**config.mk**
```make
export PLATFORM = sky130hd
export DESIGN_NAME = div_seq
export DESIGN_NICKNAME = d
export VERILOG_FILES = /design/src/rtl/div_seq.sv
export SDC_FILE = /design/constraint.sdc
export NUM_CORES = 1
export LEC_CHECK = 0
export BUFFER_PORTS_ARGS = -buffer_cell sky130_fd_sc_hd__buf_2
export CORE_MARGIN = 3
export CORE_UTILIZATION = 54
export DETAILED_ROUTE_END_ITERATION = 8
export PLACE_DENSITY = 0.78
export RECOVER_POWER = 25
export SLEW_MARGIN = 10
export SYNTH_ARGS = -nofsm -noshare
export SYNTH_HDL_FRONTEND = slang
export SYNTH_SLANG_ARGS = --single-unit
```
**constraint.sdc**
```tcl
create_clock -name clk -period 5.25 [get_ports clk]
set_clock_uncertainty 0.2 [all_clocks]
set_input_delay 0.525 -clock clk [delete_from_list [all_inputs] [get_ports clk]]
set_output_delay 0.525 -clock clk [all_outputs]
set_load 0.05 [all_outputs]
```
**src/rtl/div_seq.sv**
```systemverilog
// -----------------------------------------------------------------------------
// div_seq -- multi-cycle 32-bit divider sequencer for the EX stage.
//
// Runs DIV (signed) / DIVU (unsigned) as a 32-iteration restoring divide. One
// quotient bit is produced per cycle, and the pipeline is stalled while the
// divide is busy. On completion a single-cycle write of {remainder, quotient}
// is issued toward the HI/LO register pair. A flush (annul) aborts a pending
// or running division without producing a write.
//
// Ports
//   clk          in   system clock, all state updates on the rising edge
//   rst          in   synchronous active-high reset
//   start_i      in   division request, held by EX until ready_o
//   annul_i      in   pipeline flush, aborts the current/pending division
//   signed_i     in   1 = DIV (two's complement), 0 = DIVU
//   opdata1_i    in   dividend, sampled only on the accepting cycle
//   opdata2_i    in   divisor, sampled only on the accepting cycle
//   stall_req_o  out  combinational stall request to the pipeline controller
//   ready_o      out  registered, one-cycle result-valid pulse
//   hilo_we_o    out  registered HI/LO write strobe, identical to ready_o
//   hi_o         out  registered remainder, held between operations
//   lo_o         out  registered quotient, held between operations
// -----------------------------------------------------------------------------
module div_seq (
   input  logic        clk,
   input  logic        rst,
   input  logic        start_i,
   input  logic        annul_i,
   input  logic        signed_i,
   input  logic [31:0] opdata1_i,
   input  logic [31:0] opdata2_i,
   output logic        stall_req_o,
   output logic        ready_o,
   output logic        hilo_we_o,
   output logic [31:0] hi_o,
   output logic [31:0] lo_o
);

   localparam int unsigned RegBus       = 32;
   localparam int unsigned DoubleRegBus = 64;

   typedef enum logic [1:0] {
      S_IDLE,
      S_BYZERO,
      S_RUN,
      S_DONE
   } state_t;

   state_t                  r_state;
   state_t                  w_state_next;

   logic [5:0]              r_cnt;        // completed iterations, 0..32
   logic [DoubleRegBus:0]   r_work;       // {rem[32:0], quo[31:0]}
   logic [RegBus-1:0]       r_divisor;    // |divisor|
   logic                    r_neg_quo;    // operand signs differ (signed only)
   logic                    r_neg_rem;    // dividend negative (signed only)
   logic                    r_ready;
   logic                    r_hilo_we;
   logic [RegBus-1:0]       r_hi;
   logic [RegBus-1:0]       r_lo;

   logic [RegBus-1:0]       w_abs1;
   logic [RegBus-1:0]       w_abs2;
   logic [DoubleRegBus:0]   w_shifted;
   logic [RegBus:0]         w_trial;
   logic [DoubleRegBus:0]   w_work_next;
   logic [RegBus-1:0]       w_quo;
   logic [RegBus-1:0]       w_rem;
   logic [RegBus-1:0]       w_lo_fix;
   logic [RegBus-1:0]       w_hi_fix;

   // Magnitudes are only taken for DIV; DIVU operands pass straight through.
   // The most negative dividend maps onto itself, which is exactly 2^31 as an
   // unsigned magnitude, so 0x80000000 / -1 needs no special handling.
   assign w_abs1 = (signed_i && opdata1_i[31]) ? (~opdata1_i + 32'd1) : opdata1_i;
   assign w_abs2 = (signed_i && opdata2_i[31]) ? (~opdata2_i + 32'd1) : opdata2_i;

   // One restoring step. After the shift the partial remainder is below
   // 2*divisor, so bit 32 of the 33-bit trial difference is a reliable
   // borrow: set means "restore".
   assign w_shifted   = r_work << 1;
   assign w_trial     = w_shifted[DoubleRegBus:RegBus] - {1'b0, r_divisor};
   assign w_work_next = w_trial[RegBus] ? w_shifted
                                        : {w_trial, w_shifted[RegBus-1:1], 1'b1};

   assign w_quo    = w_work_next[RegBus-1:0];
   assign w_rem    = w_work_next[DoubleRegBus-1:RegBus];
   assign w_lo_fix = r_neg_quo ? (~w_quo + 32'd1) : w_quo;
   assign w_hi_fix = r_neg_rem ? (~w_rem + 32'd1) : w_rem;

   // NOTE: every output of this block gets a default before the case so that
   // no path leaves a signal unassigned, which would infer a latch.
   always_comb begin
      w_state_next = r_state;
      stall_req_o  = 1'b0;
      case (r_state)
         S_IDLE: begin
            if (start_i && !annul_i) begin
               stall_req_o  = 1'b1;
               w_state_next = (opdata2_i == '0) ? S_BYZERO : S_RUN;
            end
         end
         S_BYZERO: begin
            stall_req_o  = 1'b1;
            w_state_next = annul_i ? S_IDLE : S_DONE;
         end
         S_RUN: begin
            if (annul_i) begin
               w_state_next = S_IDLE;
            end else begin
               stall_req_o = 1'b1;
               if (r_cnt == 6'd31) begin
                  w_state_next = S_DONE;
               end
            end
         end
         S_DONE: begin
            // The write has already been issued; annul is irrelevant here.
            w_state_next = S_IDLE;
         end
         default: begin
            w_state_next = S_IDLE;
         end
      endcase
   end

   // NOTE: sequential state is assigned with non-blocking (<=) only, so every
   // flop samples the pre-edge values regardless of statement order.
   always_ff @(posedge clk) begin
      if (rst) begin
         r_state <= S_IDLE;
      end else begin
         r_state <= w_state_next;
      end
   end

   always_ff @(posedge clk) begin
      if (rst) begin
         r_cnt     <= '0;
         r_work    <= '0;
         r_divisor <= '0;
         r_neg_quo <= 1'b0;
         r_neg_rem <= 1'b0;
         r_ready   <= 1'b0;
         r_hilo_we <= 1'b0;
         r_hi      <= '0;
         r_lo      <= '0;
      end else begin
         // The result strobe is a single-cycle pulse coinciding with DONE.
         r_ready   <= 1'b0;
         r_hilo_we <= 1'b0;
         case (r_state)
            S_IDLE: begin
               if (w_state_next == S_RUN) begin
                  r_work    <= {33'd0, w_abs1};
                  r_divisor <= w_abs2;
                  r_neg_quo <= signed_i & (opdata1_i[31] ^ opdata2_i[31]);
                  r_neg_rem <= signed_i & opdata1_i[31];
                  r_cnt     <= '0;
               end
            end
            S_BYZERO: begin
               if (w_state_next == S_DONE) begin
                  r_ready   <= 1'b1;
                  r_hilo_we <= 1'b1;
                  r_hi      <= '0;
                  r_lo      <= '0;
               end
            end
            S_RUN: begin
               if (!annul_i) begin
                  r_work <= w_work_next;
                  r_cnt  <= r_cnt + 6'd1;
                  // Sign fix-up uses the final step's result directly so the
                  // write lands in the DONE cycle.
                  if (w_state_next == S_DONE) begin
                     r_ready   <= 1'b1;
                     r_hilo_we <= 1'b1;
                     r_hi      <= w_hi_fix;
                     r_lo      <= w_lo_fix;
                  end
               end
            end
            default: begin
            end
         endcase
      end
   end

   assign ready_o   = r_ready;
   assign hilo_we_o = r_hilo_we;
   assign hi_o      = r_hi;
   assign lo_o      = r_lo;

endmodule

```
Word-level counts from Yosys, hierarchy flattened --
Cells that the tools add are included.
Operators by class: reductions and logical operators 11, equal/unequal tests 10, $add $sub $neg 6, muxes and demuxes 30, bitwise logic cells 7
Operators by type and width (number):
- two-way mux 32 bit | 9
- two-way mux 64 bit | 3
- adder 32 x 1 -> 32 bit (second input constant) | 4
- inverter 32 bit | 4
- case mux 32 bit (2 select lines) | 2
- case mux 64 bit (2 select lines) | 1
- subtractor 33 x 32 -> 33 bit | 1
- logical NOT 32 bit | 1
- two-way mux 6 bit | 2
- case mux 6 bit (2 select lines) | 1
- two-way mux 2 bit | 5
- == test 2 bit (second input constant) | 4
- != test 2 bit (second input constant) | 4
- case mux 2 bit (4 select lines) | 1
- adder 6 x 1 -> 6 bit (second input constant) | 1
- == test 6 x 5 -> 1 bit (second input constant) | 1
- two-way mux 1 bit | 4
- AND reduction 4 bit | 1
- nonzero test 2 bit | 2
- logical AND 1 bit | 3
- case mux 1 bit (3 select lines) | 1
- AND reduction 3 bit | 1
- AND 1 bit | 2
- == test 2 x 1 -> 1 bit (second input constant) | 1
- other kinds (5) | 5
Storage, ports and cells: input bits 69, bits in registers 171, logic and storage cells 73, output and inout port bits 67

Longest topological paths before layout --
Gate-level depths: netlist of run 1.
word-level depth 8, depth in mapped cells 24

Worst setup path after synthesis of run 1 --
No wires, ideal clock.
path kind register -> register, start point register r_work[31], end point register r_hi[26], in the netlist hi_o[26], period minus slack after synthesis 5391 ps, library setup time 119 ps, path buffers 2, arrival time 5072 ps, cell stages (with the launch flop) 22, setup slack -141 ps, path through dfxtp_1 > inv_1 > ha_1 > inv_1 > fa_1 > a211oi_1 > o211ai_1 > and3_1 > or2_1 > a31oi_1 > xnor2_1 > clkbuf_1 > clkbuf_1 > mux2i_1 > ha_1 > inv_1 > or3_1 > mux2i_1 > nand4_1 > o31ai_1 > xnor2_1 > o21ai_1
Between the ends: word-level cells in the longest chain between the ends 8
Ends and longest elaborated chain:
- from (decl) | RTL line 53 | logic [DoubleRegBus:0] r_work;
- from (signal assigned) | RTL line 155 | r_work <= {33'd0, w_abs1};
- from (signal assigned) | RTL line 172 | r_work <= w_work_next;
- subtractor 33 x 32 -> 33 bit | RTL line 82 | assign w_trial = w_shifted[DoubleRegBus:RegBus] - {1'b0, r_divisor};
- two-way mux 64 bit * | RTL line 83 | assign w_work_next = w_trial[RegBus] ? w_shifted
- inverter 32 bit | RTL line 89 | assign w_hi_fix = r_neg_rem ? (~w_rem + 32'd1) : w_rem;
- adder 32 x 1 -> 32 bit | RTL line 89
- two-way mux 32 bit * | RTL line 89
- two-way mux 32 bit * | RTL line 176 | if (w_state_next == S_DONE) begin
- two-way mux 32 bit * | RTL line 171 | if (!annul_i) begin
- case mux 32 bit (2 select lines) * | RTL line 152 | case (r_state)
- to (signal assigned) | RTL line 179 | r_hi <= w_hi_fix;
- to (decl) | RTL line 59 | logic [RegBus-1:0] r_hi;
Every way passes the cells marked *; elsewhere a longest branch is shown, timed or not. The select of a mux whose other input is x is not followed. A chain may end at the register's enable or synchronous reset.

Worst setup path in the final report of run 1 --
Ends and elaborated chain as after synthesis.

==> impl_metrics.tcl, run 1 <==
set metrics [dict create \
    yosysUniqueCellTypes 75 \
    synth_top_flop_cell "dfxtp_1" \
    fin_setup_tns_ps 0 \
    place.gp.congestion 0.972 \
    grt_use_met3 0.0498 \
    cellLeakagePower_nw 4.96 \
    vias 11900 \
    grt.total_usage 0.293 \
    syn_to_final_growth_pct 11.5 \
    grt_pass1_wl_um 57400 \
    hp-start "opdata2_i[1]" \
    cts.sinks 171 \
    coreArea_mm2 0.0212 \
    grt_pass1_vias 11100 \
    combPwrFrac 0.457 \
    filler_cell_count 1979 \
    reg2reg_from "r_work[31]" \
    rsz0062_at_grt "false" \
    synth_area_per_cell_um2 7.48 \
    maxSlewViolCount 0 \
    final_util 0.619 \
    initial_core_util 0.555 \
    first_iter_violations 1140 \
    finalCritPeriodShare 0.933 \
    r2r-end "hi_o[26]" \
    finalHoldViolCount 0 \
    irDropWorstVdd_v 0.000227 \
    drt-total-wl_um 35200 \
    antenna_found_initial 0 \
    clockPowerShare 0.244 \
    switching_power_w 0.00227 \
    drtAntennaViolNets 0 \
    wl_per_cell_um 18.1 \
    portBuffers 135 \
    num_io_pins 136 \
    top_usage_layer "met2" \
    fmaxAchievable_ghz 0.204 \
    rrSetupSlack_ps 350 \
    worstHoldPathCells 3 \
    p_sw_frac 0.435 \
    die_width_um 154 \
    tightest_slew_ps 1070 \
    grt_use_met2 0.449 \
    ys_ff_latch 171 \
    die-area_mm2 0.0236 \
    antenna_cells 0 \
    clk-insertion-delay-late_ps 440 \
    synthesis.area_mm2 0.0118 \
    start_kind "register" \
    routed_via_density 6.08 \
    worst-r2r-cell-count 19 \
    cts_max_level 4 \
    status "complete, no violations" \
    setup_viol 0 \
    p_int_w 0.00295 \
    route.detailed.drc 0 \
    cp-end-kind "register" \
    gr-total-overflow 0 \
    synthArstFlopShare 0 \
    dp_hpwl_um 26500 \
    yosysSeqAreaShare 0.291 \
    slew_headroom 0.271 \
    cts_tree "yes" \
    grt_max_degree 85 \
    rows 53 \
    synth_edf_count 0 \
    netlist_instances 1573 \
    seqPwrFrac 0.298 \
    cellPowerDensity_mw_per_mm2 397 \
    synth_nets 1685 \
    fp.dieH_um 154 \
    hold_path.class "primary input to register" \
    yosysWarnings 0 \
    cp.arrival_ps 5020 \
    grt_use_met1 0.424 \
    whs_endpoint "r_divisor[1]" \
    cp.required_ps 5380 \
    path_max_fanout 6 \
    cts_made_buffers 17 \
    period_minus_slack_ps 4900 \
    dr.pass1.iters 5 \
    root_buffer "clkbuf_16" \
    multiInputGateArea_mm2 0.00776 \
    maxCapViolCount 0 \
    nNetsFinal 1772 \
    path_class "register to register" \
    cts.clk_slew.worst_paths_ps 70 \
    max-clock-path-buffers 2 \
    drive_gt1_frac 0.102 \
    seqCellArea_mm2 0.00342 \
]
## worst max-delay path by stage
stage	from	endpoint	slack [ps]
2_1_floorplan	r_work[31]	hi_o[26]	20
3_3_place_gp	r_work[31]	hi_o[26]	350
3_5_place_dp	r_work[31]	hi_o[26]	170
4_1_cts	r_work[31]	hi_o[26]	160
5_1_grt	r_work[31]	hi_o[28]	10
6_report	r_work[31]	hi_o[26]	350
## worst max-delay path, cell delays in order, from the launching register on
cell and delay, ps:
dfxtp_1 330, inv_1 80, ha_1 180, inv_1 60
fa_1 420, a211oi_2 290, o211ai_1 170, and3_1 230
or2_1 260, a31oi_2 270, xnor2_2 200, mux2i_2 310
ha_1 200, inv_1 60, or3_1 440, mux2i_1 300
nand4_1 230, o31ai_1 320, xnor2_1 150, o21ai_1 70
## layer usage
metal  up-vias  part of all wire
li1       5789                 -
met1      5479              0.44
met2       524              0.44
met3        59             0.099
met4         0             0.022
met5         -                 0
## cells by family after synthesis
group	share of synthesized area
and+or+nand+nor	0.233
DFF	0.291
adders and majority gates	0.0463
muxes	0.0300
buffers and inverters	0.0541
xor gates and xnor gates	0.103
AOI/OAI and AO/OA	0.242
## cell usage in the layout, fill, tap and decap left out, drive strengths merged, types with 15 or more instances in the layout
cell,n
xor2,73
nor4,20
or4,21
inv,66
o21ai,128
a21oi,125
nor2,150
a21o,15
buf,102
a211oi,47
o41ai,15
dfxtp,171
a22oi,25
nor3,28
nand2,216
nand4,20
o31ai,29
xnor2,66
nand3,36
nor2b,22
clkbuf,77
mux2i,24
nand2b,15
ha,42
## repair_timing
action,4_1_cts,5_1_grt
setup buffers,0,0
endpoints found under the setup margin,0,14
endpoints found under the hold margin,0,0
gates resized for setup,0,3
hold buffers,0,0
## synthesized netlist by cell type (12+ instances only)
cell	instances	area, um^2
a31oi_1	12	75.1
nand3_1	36	180
a21oi_1	125	626
xor2_1	73	639
or3_1	12	75.1
a22oi_1	25	188
dfxtp_1	171	3420
xnor2_1	66	578
o21ai_0	96	480
clkbuf_1	69	259
and2_1	13	81.3
ha_1	42	526
mux2i_1	24	240
nor2_1	148	556
nor2b_1	22	138
nor4_1	20	125
o21ai_1	31	155
nor3_1	27	135
inv_1	57	214
o31ai_1	29	218
nand2b_1	15	93.8
or4_1	18	135
a21o_1	15	113
o41ai_1	15	131
nand4_1	20	125
nand2_1	216	811
a211oi_1	44	330
## state kept, by name (all words and copies together) (netlist names)
register and flops:
r_divisor 32, lo_o 32, r_neg_rem 1, r_neg_quo 1
hi_o 32, r_cnt 6, hilo_we_o 1, r_state 2
r_work 64
## final cells by class
type	instances	area share
multi-input combinational	1250	0.591
inverter	59	0.0169
tap	275	0.0262
clock inverter	14	0.0119
clock buffer	18	0.0327
sequential	171	0.261
timing repair buffer	161	0.0609
## metrics by stage
step | hold slack (ps) | cells | worst slack, ps | cell area [um^2] | total power, W
2_1_floorplan | 232 | 1573 | 16.3 | 11800 | 0.00325
3_3_place_gp | 233 | 1916 | 349 | 12600 | 0.00385
3_5_place_dp | 236 | 1916 | 169 | 12600 | 0.00388
4_1_cts | 180 | 1948 | 164 | 13200 | 0.00515
5_1_grt | 211 | 1948 | 10.3 | 13100 | 0.00552
6_report | 194 | 1948 | 353 | 13100 | 0.00521
## power by group through the flow
| stage | registers, W | logic, W | clock network [W] |
|---|---|---|---|
| finish | 0.00156 | 0.00238 | 0.00127 |
| global route | 0.00157 | 0.00262 | 0.00133 |
| CTS | 0.00155 | 0.00232 | 0.00129 |
| detailed placement | 0.00158 | 0.00231 | 0 |
| global placement | 0.00157 | 0.00228 | 0 |
| floorplan | 0.00152 | 0.00172 | 0 |
(Power assumes the default switching activity.)
==> inputs of run 2 (changes only) <==
==> constraint.sdc (replaced) <==
create_clock -name clk -period 5.25 [get_ports clk]
set_clock_uncertainty 0.2 [all_clocks]
set_input_delay 0 -clock clk [delete_from_list [all_inputs] [get_ports clk]]
set_output_delay 0 -clock clk [all_outputs]
set_load 0.05 [all_outputs]
==> run 2 against run 1 <==
Sequential power about the same. Combinational power increased by 7%. Worst hold slack got worse by 100 ps. Total power increased by 3.8%. First-iteration DRC count increased by 21%. Critical path depth decreased by 5. Critical path type is now primary input to register. Highest routed layer unchanged.
==> impl_metrics.tcl, run 2 (synthesized netlist as in run 1, its figures left out) <==
set metrics [dict create \
    irDropWorstVdd_v 0.000270 \
    r2r-end "hi_o[30]" \
    start_kind "primary input" \
    filler_cell_count 1778 \
    cts_tree "yes" \
    dp_hpwl_um 26700 \
    cellPowerDensity_mw_per_mm2 377 \
    endpoint "r_work[15]" \
    setup_viol 0 \
    fp.dieH_um 154 \
    die-area_mm2 0.0236 \
    cts_max_level 4 \
    syn_to_final_growth_pct 21.8 \
    cp-startpoint "opdata2_i[21]" \
    portBuffers 135 \
    rsz0062_at_grt "false" \
    place.gp.congestion 1.01 \
    grt_pass1_wl_um 61400 \
    routed_via_density 6.12 \
    tightest_slew_ps 1150 \
    finalCritPeriodShare 0.955 \
    cellLeakagePower_nw 5.50 \
    final_cell_mix "nand2_1, dfxtp_1, nor2_1, a21oi_1, dlygate4sd3_1" \
    maxSlewViolCount 0 \
    clk-insertion-delay-late_ps 430 \
    antenna_found_initial 0 \
    num_io_pins 136 \
    fin_setup_tns_ps 0 \
    cp.required_ps 5430 \
    cts.sinks 171 \
    rows 53 \
    top_register "r_work" \
    cp.arrival_ps 5200 \
    gr-total-overflow 0 \
    mostFrequentLayoutCell "nand2_1" \
    status "complete, no violations" \
    rrSetupSlack_ps 300 \
    worst-r2r-cell-count 19 \
    drtAntennaViolNets 0 \
    max-clock-path-buffers 2 \
    nNetsFinal 1888 \
    wl_per_cell_um 18.4 \
    vias 12600 \
    dr.pass1.iters 6 \
    root_buffer "clkbuf_16" \
    grt.total_usage 0.313 \
    cts.clk_slew.worst_paths_ps 80 \
    grt_pass1_vias 12000 \
    initial_core_util 0.555 \
    period_minus_slack_ps 5010 \
    slew_headroom 0.234 \
    grt_max_degree 86 \
    path_class "primary input to register" \
    cts_made_buffers 17 \
    maxCapViolCount 0 \
    reg2reg_from "r_work[31]" \
    die_width_um 154 \
    hold_path.class "primary input to register" \
    route.detailed.drc 0 \
    cp-end-kind "register" \
    fmaxAchievable_ghz 0.199 \
    antenna_cells 0 \
    coreArea_mm2 0.0212 \
    drive_gt1_frac 0.0939 \
    largest_reg_flops 64 \
    path_max_fanout 25 \
    drt-total-wl_um 38000 \
    finalHoldViolCount 0 \
    hold_slack_ps 93.9 \
    first_iter_violations 1383 \
]
==> run 2: how the worst min path moves through the flow <==
stage | depth (start not counted) | from | slack [ps] | end
6_report | 7 | opdata1_i[1] | 90 | r_work[1]
5_1_grt | 7 | opdata1_i[1] | 120 | r_work[1]
4_1_cts | 7 | opdata1_i[1] | 20 | r_work[1]
3_5_place_dp | 3 | opdata2_i[1] | 120 | r_divisor[1]
3_3_place_gp | 3 | opdata2_i[0] | 120 | r_divisor[0]
2_1_floorplan | 2 | opdata2_i[0] | -50 | r_divisor[0]
==> run 2: layout make-up <==
| class | instances | area, um^2 | share of cell area |
|---|---|---|---|
| Clock inverter | 15 | 179 | 0.0125 |
| Inverter | 59 | 221 | 0.0154 |
| Sequential cell | 171 | 3420 | 0.239 |
| Multi-Input combinational cell | 1250 | 7760 | 0.541 |
| Clock buffer | 17 | 425 | 0.0297 |
| Tap cell | 275 | 344 | 0.0240 |
| Timing Repair Buffer | 277 | 1980 | 0.138 |
==> run 2: layer usage <==
metal  vias up  track usage  share of wire
met2       667        0.492           0.45
met3        98       0.0591          0.098
met4         0        0.105          0.030
li1       6023            -              -
met5         -            0              0
met1      5848        0.433           0.42
==> run 2: through the flow <==
step / cell area, um^2 / util / cells / worst slack [ps] / total power (W)
detailed placement: 12600 / 0.593 / 1912 / 154 / 0.00390
CTS: 14400 / 0.678 / 2064 / 128 / 0.00531
global route: 14300 / 0.676 / 2064 / 17.0 / 0.00570
global placement: 12600 / 0.593 / 1912 / 305 / 0.00386
floorplan: 11800 / - / 1573 / 16.3 / 0.00325
finish: 14300 / 0.676 / 2064 / 235 / 0.00541
==> run 2: critical path, stage by stage <==
cell and delay, ps:
dlygate4sd3_1 530, buf_2 150, or4_4 540, or3_4 360, or4_4 430, or3_1 370
or4_4 510, a31oi_2 290, and3b_2 280, o21ai_4 590, buf_4 300, nand2_1 90
a21oi_1 190, dlygate4sd3_1 570
==> run 2: report_power, final <==
group          switching [W]  total (W)  internal, W
registers           0.000145    0.00156      0.00141
clock network       0.000627    0.00131     0.000682
logic                0.00158    0.00254     0.000968
==> run 2: timing repair <==
action | CTS | global route
endpoints found under the hold margin | 101 | 0
buffers inserted | 0 | 0
setup endpoints to repair | 0 | 8
hold buffers | 120 | 0
gates resized for setup | 0 | 3
==> inputs of run 3 (changes only) <==
GPL_TIMING_DRIVEN = 0   (was not set)
==> run 3 against run 2 <==
Total power increased by 3.3%. Sequential share of layout area decreased by 0.45 points. Routed wire length up 8.0%. Largest cell class unchanged.
==> impl_metrics.tcl, run 3 (synthesized netlist as in run 1, its figures left out) <==
set metrics [dict create \
    path_max_fanout 10 \
    syn_to_final_growth_pct 24.1 \
    maxCapViolCount 0 \
    grt_pass1_vias 12300 \
    cp.required_ps 5380 \
    design_area_mm2 0.0146 \
    cp.arrival_ps 5280 \
    period_minus_slack_ps 5160 \
    die-area_mm2 0.0236 \
    final_cell_mix "nand2_1, dfxtp_1, nor2_1, a21oi_1, clkbuf_1" \
    setup_viol 0 \
    hp-start "rst" \
    whs_endpoint "r_divisor[12]" \
    drt-total-wl_um 41100 \
    status "complete, no violations" \
    fp.dieH_um 154 \
    coreArea_mm2 0.0212 \
    worstHoldPathCells 3 \
    cts.sinks 171 \
    rrSetupSlack_ps 90 \
    r2r-end "hi_o[30]" \
    clk-insertion-delay-late_ps 440 \
    mostFrequentLayoutCell "nand2_1" \
    place.gp.congestion 0.960 \
    dp_hpwl_um 30100 \
    gr-total-overflow 0 \
    num_io_pins 136 \
    worst-r2r-cell-count 21 \
    initial_core_util 0.555 \
    tightest_slew_ps 985 \
    vias 13100 \
    drtAntennaViolNets 0 \
    route.detailed.drc 0 \
    placed_cell_area_mm2 0.0128 \
    dr.pass1.iters 5 \
    setup_ws_ps 91.1 \
    cts_max_level 4 \
    root_buffer "clkbuf_16" \
    cellLeakagePower_nw 5.52 \
    cts_tree "yes" \
    dp.cells 1982 \
    finalCritPeriodShare 0.983 \
    fmaxAchievable_ghz 0.194 \
    finalHoldViolCount 0 \
    antenna_cells 0 \
    drive_gt1_frac 0.104 \
    portBuffers 134 \
    cts_made_buffers 17 \
    cts.clk_slew.worst_paths_ps 70 \
    fin_total_pwr_w 0.00559 \
    nNetsFinal 1953 \
    path_class "register to register" \
    irDropWorstVdd_v 0.000253 \
    largest_reg_flops 64 \
    cp-end-kind "register" \
    maxSlewViolCount 0 \
    wl_per_cell_um 19.3 \
    antenna_found_initial 1 \
    rows 53 \
    max-clock-path-buffers 2 \
    grt_pass1_wl_um 64900 \
    reg2reg_from "r_work[31]" \
    die_width_um 154 \
    hold_path.class "primary input to register" \
    final_cells 2129 \
    grt.total_usage 0.337 \
    slew_headroom 0.326 \
    top_register "r_work" \
    cellPowerDensity_mw_per_mm2 382 \
    dp_slack_ps -1430 \
    routed_via_density 6.17 \
    fin_setup_tns_ps 0 \
    grt_max_degree 20 \
    start_kind "register" \
    first_iter_violations 1583 \
]
run 3: how the worst max path moves through the flow:
stage	start	end	slack [ps]
3_5_place_dp	r_work[31]	hi_o[28]	-1430
5_1_grt	r_work[31]	hi_o[28]	-10
2_1_floorplan	r_work[31]	hi_o[26]	20
4_1_cts	r_work[31]	hi_o[26]	30
3_3_place_gp	r_work[31]	hi_o[28]	-1440
6_report	r_work[31]	hi_o[30]	90
run 3: power breakdown:
group	internal [W]	leakage (nW)	switching [W]
clock network	0.000693	0.300	0.000650
registers	0.00141	1.39	0.000140
logic	0.00101	3.84	0.00168
total	0.00312	5.52	0.00247
run 3: cell type report:
class / instances / area, um^2
buffer: 91 / 433
timing repair buffer: 251 / 1730
sequential: 171 / 3420
tap: 275 / 344
fill: 1822 / 6600
multi-input combinational: 1250 / 7830
clock buffer: 17 / 425
clock inverter: 15 / 199
inverter: 59 / 224
run 3: stage by stage:
step / hold slack [ps] / util
after global placement: 98.6 / 0.603
after floorplan: -52.8 / -
after CTS: 158 / 0.688
after global routing: 215 / 0.689
after detailed placement: 99.4 / 0.603
final: 179 / 0.689
run 3: timing repair:
action	4_1_cts	5_1_grt
endpoints found under the hold margin	69	0
hold buffers	103	0
resized for setup	20	18
pin swaps	5	8
setup endpoints to repair	55	21
cloned	0	0
setup buffers	8	6
run 3: critical path, stage by stage (launching register included):
cell and delay [ps]:
dfxtp_1 340, inv_2 90, ha_2 190, inv_1 50, fa_2 370, a211oi_4 280, o211ai_1 210, and3_4 240
or2_1 260, a31oi_4 280, xnor2_4 210, buf_8 160, buf_8 170, mux2i_4 290, ha_4 170, inv_1 60
or3_4 420, mux2i_4 180, o211ai_1 220, o41ai_2 310, xnor2_1 230, o21ai_1 90
run 3: per-layer routing:
metal,up-vias,global-route usage,wire [um]
met5,-,0,11
met4,2,0.119,1230
met3,112,0.0602,4550
met2,758,0.524,18000
met1,6114,0.473,17300
li1,6158,-,-
